`config.mk`:
```
export PLATFORM = sky130hd
export DESIGN_NAME = mat_vec_loader
export DESIGN_NICKNAME = d
export VERILOG_FILES = /design/src/rtl/mat_vec_loader.sv
export SDC_FILE = /design/constraint.sdc
export NUM_CORES = 1
export LEC_CHECK = 0
export BUFFER_PORTS_ARGS = -buffer_cell sky130_fd_sc_hd__buf_2
export CAP_MARGIN = 20
export CORE_AREA = 5 5 185 187
export CTS_BUF_LIST = sky130_fd_sc_hd__clkbuf_8
export CTS_CLUSTER_DIAMETER = 40
export DETAILED_ROUTE_END_ITERATION = 16
export DIE_AREA = 0 0 190 192
export GPL_TIMING_DRIVEN = 0
export HOLD_SLACK_MARGIN = 0.15
export SETUP_SLACK_MARGIN = 0.4
export SYNTH_ARGS = -nofsm -noshare
export SYNTH_HDL_FRONTEND = slang
export SYNTH_SLANG_ARGS = --single-unit
```
`constraint.sdc`:
```
create_clock -name clk -period 5.4 [get_ports clk]
set_input_delay 0.81 -clock clk [delete_from_list [all_inputs] [get_ports clk]]
set_output_delay 0.81 -clock clk [all_outputs]
set_load 0.01 [all_outputs]
```
`src/rtl/mat_vec_loader.sv`:
```
`default_nettype none
// ============================================================================
// mat_vec_loader : steers a byte stream into the 8x8 multiplier FIFOs and
//                  returns the eight results as a valid/ready stream.
// Revision       : 1.0
// ============================================================================
module mat_vec_loader #(
  parameter int DATA_WIDTH = 8,
  parameter int DIM        = 8,
  parameter int TIMEOUT    = 1023
) (
  input  logic                          clk,
  input  logic                          rst_n,
  input  logic                          start,
  output logic                          busy,
  output logic                          err,
  input  logic [DATA_WIDTH-1:0]         in_data,
  input  logic                          in_valid,
  output logic                          in_ready,
  output logic [DIM-1:0]                a_wren,
  output logic                          b_wren,
  output logic [DATA_WIDTH-1:0]         a_fifo_in,
  output logic [DATA_WIDTH-1:0]         b_fifo_in,
  output logic                          mv_clr,
  input  logic                          mv_done,
  input  logic [DIM*3*DATA_WIDTH-1:0]   mv_out,
  output logic [3*DATA_WIDTH-1:0]       res_data,
  output logic                          res_valid,
  input  logic                          res_ready,
  output logic [2:0]                    res_idx,
  output logic                          res_last
);

  localparam int RW = 3 * DATA_WIDTH;
  localparam int TW = $clog2(TIMEOUT + 1);

  typedef enum logic [2:0] {
    S_IDLE   = 3'd0,
    S_CLEAR  = 3'd1,
    S_LOAD_A = 3'd2,
    S_LOAD_B = 3'd3,
    S_WAIT   = 3'd4,
    S_DRAIN  = 3'd5
  } state_t;

  state_t          r_state;
  state_t          w_next;
  logic [5:0]      r_cnt;
  logic [TW-1:0]   r_tmo;
  logic            r_done_d;
  logic [2:0]      r_idx;
  logic [RW-1:0]   r_buf [DIM];
  logic [RW-1:0]   w_row [DIM];
  logic            w_hs;
  logic            w_rise;
  logic            w_tmo_hit;
  logic            w_res_hs;

  genvar g;
  generate
    for (g = 0; g < DIM; g++) begin : g_row
      assign w_row[g] = mv_out[g*RW +: RW];
    end
  endgenerate

  assign busy      = (r_state != S_IDLE);
  assign in_ready  = (r_state == S_LOAD_A) || (r_state == S_LOAD_B);
  assign mv_clr    = (r_state == S_CLEAR);
  assign res_valid = (r_state == S_DRAIN);
  assign res_data  = res_valid ? r_buf[r_idx] : '0;
  assign res_idx   = res_valid ? r_idx : 3'd0;
  assign res_last  = res_valid && (r_idx == 3'd7);

  assign w_hs      = in_valid & in_ready;
  // Only a fresh rising edge counts; a done level left over from the last job is ignored.
  assign w_rise    = mv_done & ~r_done_d;
  assign w_tmo_hit = (r_tmo == TW'(TIMEOUT));
  assign w_res_hs  = res_valid & res_ready;

  always_ff @(posedge clk or negedge rst_n) begin
    if (!rst_n) begin
      r_state <= S_IDLE;
    end else begin
      r_state <= w_next;
    end
  end

  always_comb begin
    w_next = r_state;
    case (r_state)
      S_IDLE:   if (start) w_next = S_CLEAR;
      S_CLEAR:  w_next = S_LOAD_A;
      S_LOAD_A: if (w_hs && (r_cnt == 6'd63)) w_next = S_LOAD_B;
      S_LOAD_B: if (w_hs && (r_cnt == 6'd7)) w_next = S_WAIT;
      S_WAIT: begin
        if (w_rise) begin
          w_next = S_DRAIN;
        end else if (w_tmo_hit) begin
          w_next = S_IDLE;
        end
      end
      S_DRAIN:  if (w_res_hs && (r_idx == 3'd7)) w_next = S_IDLE;
      default:  w_next = S_IDLE;
    endcase
  end

  always_ff @(posedge clk or negedge rst_n) begin
    if (!rst_n) begin
      err       <= 1'b0;
      a_wren    <= '0;
      b_wren    <= 1'b0;
      a_fifo_in <= '0;
      b_fifo_in <= '0;
      r_cnt     <= '0;
      r_tmo     <= '0;
      r_done_d  <= 1'b0;
      r_idx     <= '0;
      for (int i = 0; i < DIM; i++) begin
        r_buf[i] <= '0;
      end
    end else begin
      a_wren   <= '0;
      b_wren   <= 1'b0;
      r_done_d <= mv_done;
      case (r_state)
        S_IDLE: begin
          if (start) begin
            err   <= 1'b0;
            r_cnt <= '0;
            r_idx <= '0;
          end
        end
        S_LOAD_A: begin
          if (w_hs) begin
            // Row-major stream: bits [5:3] of the byte count select the A row.
            a_wren    <= DIM'(1) << r_cnt[5:3];
            a_fifo_in <= in_data;
            r_cnt     <= r_cnt + 6'd1;
          end
        end
        S_LOAD_B: begin
          if (w_hs) begin
            b_wren    <= 1'b1;
            b_fifo_in <= in_data;
            r_cnt     <= r_cnt + 6'd1;
            r_tmo     <= '0;
          end
        end
        S_WAIT: begin
          if (w_rise) begin
            for (int i = 0; i < DIM; i++) begin
              r_buf[i] <= w_row[i];
            end
          end else if (w_tmo_hit) begin
            err <= 1'b1;
          end
          r_tmo <= r_tmo + TW'(1);
        end
        S_DRAIN: begin
          if (w_res_hs) begin
            r_idx <= r_idx + 3'd1;
          end
        end
        default: ;
      endcase
    end
  end

endmodule
`default_nettype wire

```
==> results of run 1 <==
-- placed cells by master, fill, tap and decap left out, types with 2 or more instances in the layout --
master	netlist	final
clkinv_2	0	4
buf_4	3	3
buf_16	0	2
and2_1	5	5
nor2_1	36	36
and3_1	2	2
nand4_1	4	4
nand2b_1	4	4
nor2b_1	2	2
a32o_1	2	2
buf_8	7	8
clkbuf_1	14	14
ha_1	4	4
xor2_1	2	2
nand3_1	7	7
mux2_4	100	100
buf_2	9	271
nand2_1	28	28
or3b_2	2	2
buf_12	11	11
nor3_1	6	6
a31oi_1	2	2
dfrtp_1	241	241
mux2_1	9	9
buf_1	2	2
nor3b_1	2	2
a21oi_1	5	5
mux2_2	100	100
o21ai_0	20	20
clkbuf_8	0	57
buf_6	2	2
diode_2	0	2
bufinv_16	0	4
inv_1	4	17
mux4_2	48	48
inv_6	0	2
mux2i_1	26	26
-- worst min-delay path by stage --
| stage | to | cells after the start | start | slack (ns) |
|---|---|---|---|---|
| after global routing | b_fifo_in[3]$_DFFE_PN0P_ | 1 | rst_n | 0.26 |
| final | b_fifo_in[3]$_DFFE_PN0P_ | 1 | rst_n | 0.24 |
| after floorplan | r_buf[141]$_DFFE_PN0P_ | 1 | r_buf[141]$_DFFE_PN0P_ | 0.45 |
| after global placement | r_buf[147]$_DFFE_PN0P_ | 1 | r_buf[147]$_DFFE_PN0P_ | 0.46 |
| after CTS | b_fifo_in[3]$_DFFE_PN0P_ | 1 | rst_n | 0.24 |
| after detailed placement | r_buf[144]$_DFFE_PN0P_ | 1 | r_buf[144]$_DFFE_PN0P_ | 0.47 |
-- cells by family after synthesis --
logic type      synth area share
simple gates              0.0463
fa+ha+maj                0.00439
compound gates            0.0187
buf+inv                   0.0433
mux                        0.357
xor+xnor                 0.00230
flops                      0.528
-- sequential cells by signal, indices dropped and copies added (netlist names) --
register,flops
r_cnt,6
a_wren,8
a_fifo_in,8
r_idx,3
b_wren,1
r_done_d,1
r_tmo,10
err,1
r_state,3
b_fifo_in,8
r_buf,192
-- metrics by stage --
| step | instances | hold WS (ns) | worst slack [ns] |
|---|---|---|---|
| 6_report | 1519 | 0.244 | 1.71 |
| 5_1_grt | 1519 | 0.262 | 1.51 |
| 4_1_cts | 1517 | 0.242 | 1.58 |
| 3_5_place_dp | 1434 | 0.474 | 2.19 |
| 3_3_place_gp | 1432 | 0.462 | -1.05 |
| 2_1_floorplan | 727 | 0.452 | 3.03 |
-- per-layer routing --
metal  track usage  vias to the layer above  part of all wire
met2         0.283                      241              0.47
met4        0.0370                       24             0.016
li1              -                     3300                 -
met1         0.228                     3656              0.43
met5             0                        -            0.0050
met3        0.0560                       65             0.074
-- layout make-up --
| class | count | area, um2 | area share |
|---|---|---|---|
| Timing Repair Buffer | 265 | 1380 | 0.0961 |
| Tap cell | 442 | 553 | 0.0385 |
| Multi-Input combinational cell | 433 | 4890 | 0.340 |
| Clock buffer | 57 | 785 | 0.0546 |
| Inverter | 5 | 18.8 | 0.00131 |
| Clock inverter | 26 | 239 | 0.0166 |
| Sequential cell | 241 | 6030 | 0.419 |
| Antenna cell | 2 | 5.00 | 0.000348 |
| Buffer | 48 | 475 | 0.0331 |
-- worst max-delay path: stages (launching register included) --
cell,delay [ns]
dfrtp_1,0.35
clkbuf_1,0.45
buf_2,0.50
mux4_2,0.64
mux2i_1,0.17
nor2_1,0.05
buf_2,0.17
-- where the power goes --
part           internal, uW  total, uW  switching (uW)
clock                  1160       1970             813
sequential             1930       1990            64.4
combinational           274        569             296
==> impl_results.md, run 1 <==
- Post-CTS Hold Fix Bufs: 0
- Max-slew headroom: 0.309
- CP endpoint kind: output port
- Synth top area share: 0.528
- Critical-path maximum fanout: 10
- Synthesis warning total: 0
- Final Critical Period: approximately 3.7 ns
- # fillers: roughly 3,000
- Peak supply drop: 0.144 mV
- GR Overflow Total: 0
- Vias per inst: 4.80
- Initial antenna violation count: 17
- Worst EP arrival: roughly 2.9 ns
- Worst setup SP type: flip-flop
- H-tree depth: 2
- I/O Buffers: between 200 and 300
- Synth area leaders: dfrtp_1 (53%), mux2_4 (13%), mux2_2 (9.9%), mux4_2 (9.5%), mux2i_1 (2.3%)
- DP Wirelength: 23,300 um
- Unrepaired setup endpoints after global routing: no
- First-pass GRT wire length: just under 50,000 um
- Nets: ~1,300
- Req. time, crit path: 4.59 ns
- Max-capacitance violation count: 0
- Largest net degree at the start of global routing: 84
- P&R area growth vs syn: 26.0%
- Slew Viols, Final: 0
- Status: complete, no violations
- Clock Tree Root: clkbuf_8
- Mean post-synth cell area: 15.7 um2
- Via count: approximately 7,300
- Setup CP Type: flip-flop to output port
- Worst r2r dst: r_buf[144]$_DFFE_PN0P_
- Ys flop type: dfrtp_1
- Worst hold path type: primary input to asynchronous set/reset pin
- Number of flops mapped to enable cells by yosys: 0
- Inserted Clock Buffers: between 40 and 50
- Worst setup endpoint: res_data[20]
- Leakage power: ~0.007 uW
- Total iterations of the first detailed-routing run: 4
- Clock transition at path regs: 0.06 ns
- Max Clk Rate: 271 MHz
- Ys async rst share: 1.00
- Core ar.: between 30,000 and 40,000 um2
- Die X: between 150 and 200 um
- # rows: 66
- Gr usage total: 0.174
- Starting DRT DRC Count: 270
- FF-to-FF Start: r_state[0]$_DFFE_PN0P_
- Fin util: 0.445
- Total clock sinks: 241
- Final setup vio count: 0
- Area post-placement: between 10,000 and 15,000 um2
- Count leader, synth: dfrtp_1
- Io pins: 264
- Fin. Hold Viols: 0
- Die Footprint: around 36,000 um2
- Power Total: ~4500 uW
- Worst Setup SP: r_idx[0]$_DFFE_PN0P_
- Commonest cells in the netlist: dfrtp_1 (241), mux2_2 (100), mux2_4 (100)
- Drt total wl: roughly 32,000 um
- Clock buffer depth: 3
- Post-Syn Area: 11,400 um2
- Post-CTS Setup Bufs: 0
- Antenna-violating nets left: 0
- R2R setup slack: 3.30 ns
- Pwr per Cell Area: ~310 nW/um2
- CTS tree: yes
- DRC violations left: 0
- Vias in the first global route: 8,040
- Final Cycle Share: 0.683
- Die height: ~190 um
- Cells after Synth: slightly above 700
- Post-synthesis cell type count: between 40 and 50
- Post-synthesis sequential area ratio: 0.528
- Clock Skews: 0.0216 ns
- Worst-Skew Late Latency: about 0.56 ns
- Post-synthesis register bit count: 241
- RePlAce Congestion: a little under 0.8
- Drt wl/cell: about 21 um
- Share of layout cells above drive strength 1: 0.577
- Resized Gates After CTS: 0
- Synth Net Count: approximately 940
- R2R depth: 7
- Worst-Margin Slew: 1.04 ns
- Leading area contributor after synthesis: dfrtp_1
- Final Cell Area: about 14,000 um2
- Fin Setup TNS: 0 ns
- Initial core utilization: 0.353
(Power assumes the default switching activity.)
==> run 2, diff against run 1 <==
- clock period: 5.4 -> 3.4 ns (I/O delays scaled with it)
==> impl_results.md, run 2 (synthesis results as in run 1) <==
- FF-to-FF Start: r_state[0]$_DFFE_PN0P_
- Vias in the first global route: 8,352 (+3.9%)
- R2R setup slack: 1.30 ns (-2.00 ns)
- DRC violations left: 0 (unchanged)
- Final Critical Period: between 2 and 3 ns
- Worst hold path type: primary input to flip-flop
- Core ar.: 32,300 um2 (unchanged)
- Die height: 192 um (unchanged)
- Reg with most FFs: r_buf
- Fin. Hold Viols: 0 (unchanged)
- DP Wirelength: 23,300 um (unchanged)
- Fin Setup TNS: 0 ns (unchanged)
- Worst EP arrival: 2.36 ns (-0.52 ns)
- Met2 Usage GRT: 0.295 (+0.0111)
- Share of layout cells above drive strength 1: 0.555 (-0.0222)
- Pwr per Cell Area: 482 nW/um2 (+53%)
- Unrepaired setup endpoints after global routing: yes
- Max Clk Rate: about 350 MHz
- Clock buffer depth: 3 (unchanged)
- Final Cycle Share: 0.844
- Worst-Margin Slew: 0.654 ns (-0.382 ns)
- Peak supply drop: 0.233 mV (+62%)
- # rows: 66 (unchanged)
- Starting DRT DRC Count: 307 (+14%)
- Worst-Skew Late Latency: 0.56 ns (about the same)
- P&R area growth vs syn: 31.9%
- Clock Tree Root: clkbuf_8
- GR Layer Usage met3: 0.0522 (-0.00382)
- Vias per inst: 4.76 (-0.75%)
- Drt wl/cell: 20.5 um (-2.0%)
- Nets: 1,312 (+4.9%)
- Drt total wl: 32,400 um (+1.8%)
- R2R depth: 7 (unchanged)
- Hold Startpoint: mv_out[69]
- Largest net degree at the start of global routing: 84 (unchanged)
- Status: complete, no violations
- CP endpoint kind: output port
- Hold Path Depth: 2
- Via count: 7,517 (+3.2%)
- Clock Skews: 0.0198 ns (-0.00181 ns)
- Final setup vio count: 0 (unchanged)
- Worst r2r dst: r_buf[144]$_DFFE_PN0P_
- GRT Max-Usage Layer: met2
- Slew Viols, Final: 0 (unchanged)
- Pre-CTS setup slack: 0.491 ns (-1.70 ns)
- Max-slew headroom: 0.564 (+0.255)
- Leakage power: 0.00728 uW (+4.2%)
- Most common cell after layout, fill and taps aside: buf_2
- Total clock sinks: 241 (unchanged)
- Biggest regs: r_buf x192, r_tmo x10
- Worst setup SP type: flip-flop
- Gr usage total: 0.177 (+0.00324)
- Die X: 190 um (unchanged)
- Setup ws final: 0.530 ns (-1.18 ns)
- Inserted Clock Buffers: 47 (unchanged)
- Req. time, crit path: 2.89 ns (-1.70 ns)
- Io pins: 264 (unchanged)
- # fillers: 2,929 (-2.3%)
- Worst path bufs/invs: 3 (unchanged)
- WHS Endpoint: r_buf[141]$_DFFE_PN0P_
- I/O Buffers: 263 (unchanged)
- Crit path max-delay family: multiplexers
- Setup CP Type: flip-flop to output port
- Initial core utilization: 0.353 (unchanged)
- Antenna-violating nets left: 0 (unchanged)
- Critical-path maximum fanout: 10 (unchanged)
- Clock transition at path regs: 0.06 ns (about the same)
- H-tree depth: 2 (unchanged)
- Max incr delay on CP: 0.60 ns (-0.04 ns)
- Post-CTS Setup Bufs: 0 (unchanged)
- Commonest non-fill, non-tap cells in the layout: buf_2 (267), dfrtp_1 (241), mux2_2 (100), mux2_4 (100), dlygate4sd3_1 (61)
- Critical Path Stages: 6 (unchanged)
- Die Footprint: 36,500 um2 (unchanged)
- Slowest library cell on the worst path: mux4_2
- RePlAce Congestion: 0.780 (unchanged)
- Initial antenna violation count: 11 (-6)
- GR Overflow Total: 0 (unchanged)
- Max FFs per register: 192 (unchanged)
- CTS tree: yes
- Crit-path cells: clkbuf_4 -> buf_6 -> mux4_2 -> mux2i_1 -> nor2_1 -> buf_2
- Total iterations of the first detailed-routing run: 5 (+1)
- Met1 GRT Util: 0.230 (+0.00176)
- Max-capacitance violation count: 0 (unchanged)
- First-pass GRT wire length: 49,600 um (+2.4%)
run 2: cell types whose count changed in the layout (fill, tap and decap cells not counted), moves of 4 or more:
cell	previous run	this run
buf_2	271	267
clkbuf_1	14	6
clkbuf_2	0	5
dlygate4sd3_1	0	61
run 2: worst max-delay path by stage:
stage,from,to,slack [ns]
floorplan,r_idx[0]$_DFFE_PN0P_,res_data[10],1.33
global route,r_idx[0]$_DFFE_PN0P_,res_data[21],0.39
CTS,r_idx[0]$_DFFE_PN0P_,res_data[10],0.42
detailed placement,r_idx[0]$_DFFE_PN0P_,res_data[21],0.49
global placement,rst_n,r_buf[55]$_DFFE_PN0P_,-2.75
finish,r_idx[0]$_DFFE_PN0P_,res_data[20],0.53
run 2: area by class of cell:
cell class / count / area [um2] / share of cell area
Tap cell: 442 / 553 / 0.0367
Antenna cell: 1 / 2.50 / 0.000166
Multi-Input combinational cell: 433 / 4890 / 0.325
Inverter: 5 / 18.8 / 0.00125
Clock inverter: 26 / 239 / 0.0159
Clock buffer: 57 / 785 / 0.0521
Timing Repair Buffer: 326 / 1990 / 0.132
Sequential cell: 241 / 6030 / 0.401
Buffer: 48 / 541 / 0.0359
run 2: metal layers:
layer,vias up,part of all wire
met5,-,0.0035
met4,18,0.016
met3,62,0.069
met2,246,0.48
met1,3773,0.43
li1,3418,-
run 2: metrics by stage:
step / cells / utilization / instance area, um2 / total power [uW] / hold WS, ns
after global routing: 1579 / 0.466 / 15000 / 7620 / 0.152
after floorplan: 727 / - / 11400 / 3690 / 0.214
after detailed placement: 1434 / 0.413 / 13300 / 4140 / 0.474
after global placement: 1432 / 0.411 / 13300 / 4100 / 0.462
final: 1579 / 0.466 / 15000 / 7260 / 0.186
after CTS: 1577 / 0.465 / 15000 / 7380 / 0.150
run 2: where the power goes:
| part | switching, uW | leakage [uW] | internal (uW) |
|---|---|---|---|
| combinational | 484 | 0.00340 | 485 |
| sequential | 102 | 0.00331 | 3060 |
| clock | 1290 | 0.000572 | 1840 |
| total | 1880 | 0.00728 | 5380 |
run 2: what timing repair did:
action	4_1_cts	5_1_grt
endpoints found under the setup margin	24	21
hold buffers	60	1
gates resized for setup	20	9
endpoints found under the hold margin	140	1
pin swaps	0	0
==> run 3, diff against run 2 <==
- clock period: 3.4 -> 2.4 ns (I/O delays scaled with it)
==> impl_results.md, run 3 (synthesis results as in run 1) <==
- Worst setup SP type: flip-flop
- Worst-Skew Late Latency: 0.56 ns (about the same)
- Clock Tree Root: clkbuf_8
- Vias per inst: 4.77 (about the same)
- Die X: 190 um (unchanged)
- Drt wl/cell: 20.0 um (-2.6%)
- Vias in the first global route: 9,410 (+13%)
- Slew Viols, Final: 0 (unchanged)
- Max FFs per register: 192 (unchanged)
- Final Critical Period: 2.60 ns
- Reg with most FFs: r_buf
- Commonest non-fill, non-tap cells in the layout: buf_2 (259), dfrtp_1 (240), dlygate4sd3_1 (204), mux2_2 (100), mux2_4 (100)
- Final setup vio count: 24 (+24)
- Req. time, crit path: 2.04 ns (-0.85 ns)
- Max-capacitance violation count: 0 (unchanged)
- Worst EP arrival: 2.24 ns (-0.12 ns)
- Clock buffer depth: 3 (unchanged)
- Io pins: 264 (unchanged)
- Drt total wl: 34,900 um (+7.5%)
- Nets: 1,475 (+12%)
- FF-to-FF Start: r_state[1]$_DFFE_PN0P_
- H-tree depth: 2 (unchanged)
- Setup ws final: -0.201 ns (-0.731 ns)
- Starting DRT DRC Count: 314 (+2.3%)
- Max Clk Rate: 384 MHz
- Die height: 192 um (unchanged)
- Leakage power: 0.00805 uW (+11%)
- Clock Skews: 0.0183 ns (-0.00151 ns)
- Peak supply drop: 0.352 mV (+51%)
- I/O Buffers: 263 (unchanged)
- DRC violations left: 0 (unchanged)
- Largest net degree at the start of global routing: 84 (unchanged)
- Clock transition at path regs: 0.06 ns (about the same)
- Setup CP Type: flip-flop to output port
- Initial core utilization: 0.353 (unchanged)
- Fin. Hold Viols: 0 (unchanged)
- Fin util: 0.524 (+0.0581)
- Violations in the final reports: negative setup slack
- Gr usage total: 0.190 (+0.0132)
- Inserted Clock Buffers: 47 (unchanged)
- Critical-path maximum fanout: 10 (unchanged)
- Initial antenna violation count: 2 (-9)
- Share of layout cells above drive strength 1: 0.513 (-0.0419)
- First-pass GRT wire length: 53,900 um (+8.5%)
- Smallest hold slack: 0.230 ns (+0.0439 ns)
- Total clock sinks: 241 (unchanged)
- Worst hold path type: primary input to flip-flop
- Hold Startpoint: in_valid
- CP endpoint kind: output port
- Worst-Margin Slew: 0.658 ns (+0.00403 ns)
- P&R area growth vs syn: 48.3%
- # rows: 66 (unchanged)
- Final Cycle Share: 1.08
- Biggest regs: r_buf x192, r_tmo x10
- Status: complete, but fails checks
- Antenna-violating nets left: 0 (unchanged)
- Pre-CTS setup slack: -0.359 ns (-0.850 ns)
- Via count: 8,306 (+10%)
- RePlAce Congestion: 0.780 (unchanged)
- Worst Setup SP: r_idx[0]$_DFFE_PN0P_
- Die Footprint: 36,500 um2 (unchanged)
- CTS tree: yes
- Pwr per Cell Area: 631 nW/um2 (+31%)
- Unrepaired setup endpoints after global routing: yes
- GR Overflow Total: 0 (unchanged)
- DP Wirelength: 23,300 um (unchanged)
- Max-slew headroom: 0.562 (-0.00269)
- Core ar.: 32,300 um2 (unchanged)
- Total iterations of the first detailed-routing run: 5 (unchanged)
- Most common cell after layout, fill and taps aside: buf_2
- Power Total: 10,700 uW (+47%)
[run 3: changes by cell type in the layout (fill, tap and decap cells not counted), sizes merged]
cell | before | now
dlygate4sd3 | 61 | 204
buf | 298 | 321
clkdlybuf4s15 | 2 | 0
clkbuf | 70 | 69
diode | 1 | 2
[run 3: final timing paths]
kind                                            end  depth (start not counted)  slack (ns)
min reg2reg                  r_buf[148]$_DFFE_PN0P_                          1        0.49
max                                    res_data[21]                          6       -0.20
max reg2reg                  r_buf[118]$_DFFE_PN0P_                          7        0.49
min in group asynchronous  b_fifo_in[3]$_DFFE_PN0P_                          2        0.38
max in group asynchronous    r_buf[171]$_DFFE_PN0P_                          4        0.79
min                          r_state[2]$_DFFE_PN0P_                          3        0.23
[run 3: critical path, stage by stage, from the launching register on]
cell and delay [ns]:
dfrtp_1 0.38, clkbuf_16 0.19, buf_12 0.17, mux4_2 0.56, mux2i_1 0.16, nor2_1 0.07, buf_2 0.16
[run 3: where the power goes]
| part | total, uW | internal (uW) | switching (uW) |
|---|---|---|---|
| clock network | 4450 | 2600 | 1850 |
| registers | 4480 | 4330 | 147 |
| logic | 1750 | 956 | 792 |
| total | 10700 | 7890 | 2790 |
[run 3: layer usage]
layer | vias up | wire [um] | track usage
met1 | 4206 | 15000 | 0.248
met2 | 285 | 17300 | 0.327
li1 | 3748 | - | -
met5 | - | 0 | 0
met3 | 67 | 1880 | 0.0364
met4 | 0 | 681 | 0.0492
[run 3: layout make-up]
class	count	area, um2
Antenna cell	2	5.00
Buffer	48	683
Clock buffer	57	785
Clock inverter	26	239
Fill cell	2724	15400
Inverter	5	23.8
Multi-Input combinational cell	433	4970
Sequential cell	241	6030
Tap cell	442	553
Timing Repair Buffer	489	3630
[run 3: through the flow]
stage | instances | setup TNS [ns] | area (um2)
6_report | 1743 | -3.67 | 16900
5_1_grt | 1743 | -6.55 | 16900
4_1_cts | 1731 | -5.37 | 16700
3_5_place_dp | 1434 | -7.50 | 13300
3_3_place_gp | 1432 | -869.40 | 13300
2_1_floorplan | 727 | 0 | 11400
[run 3: timing repair]
| item | 4_1_cts | 5_1_grt |
|---|---|---|
| hold buffers | 204 | 0 |
| gates cloned | 0 | 1 |
| buffers inserted | 10 | 9 |
| endpoints found under the hold margin | 294 | 0 |
| resized for setup | 74 | 26 |
| setup endpoints to repair | 200 | 86 |
| pin swaps | 3 | 2 |
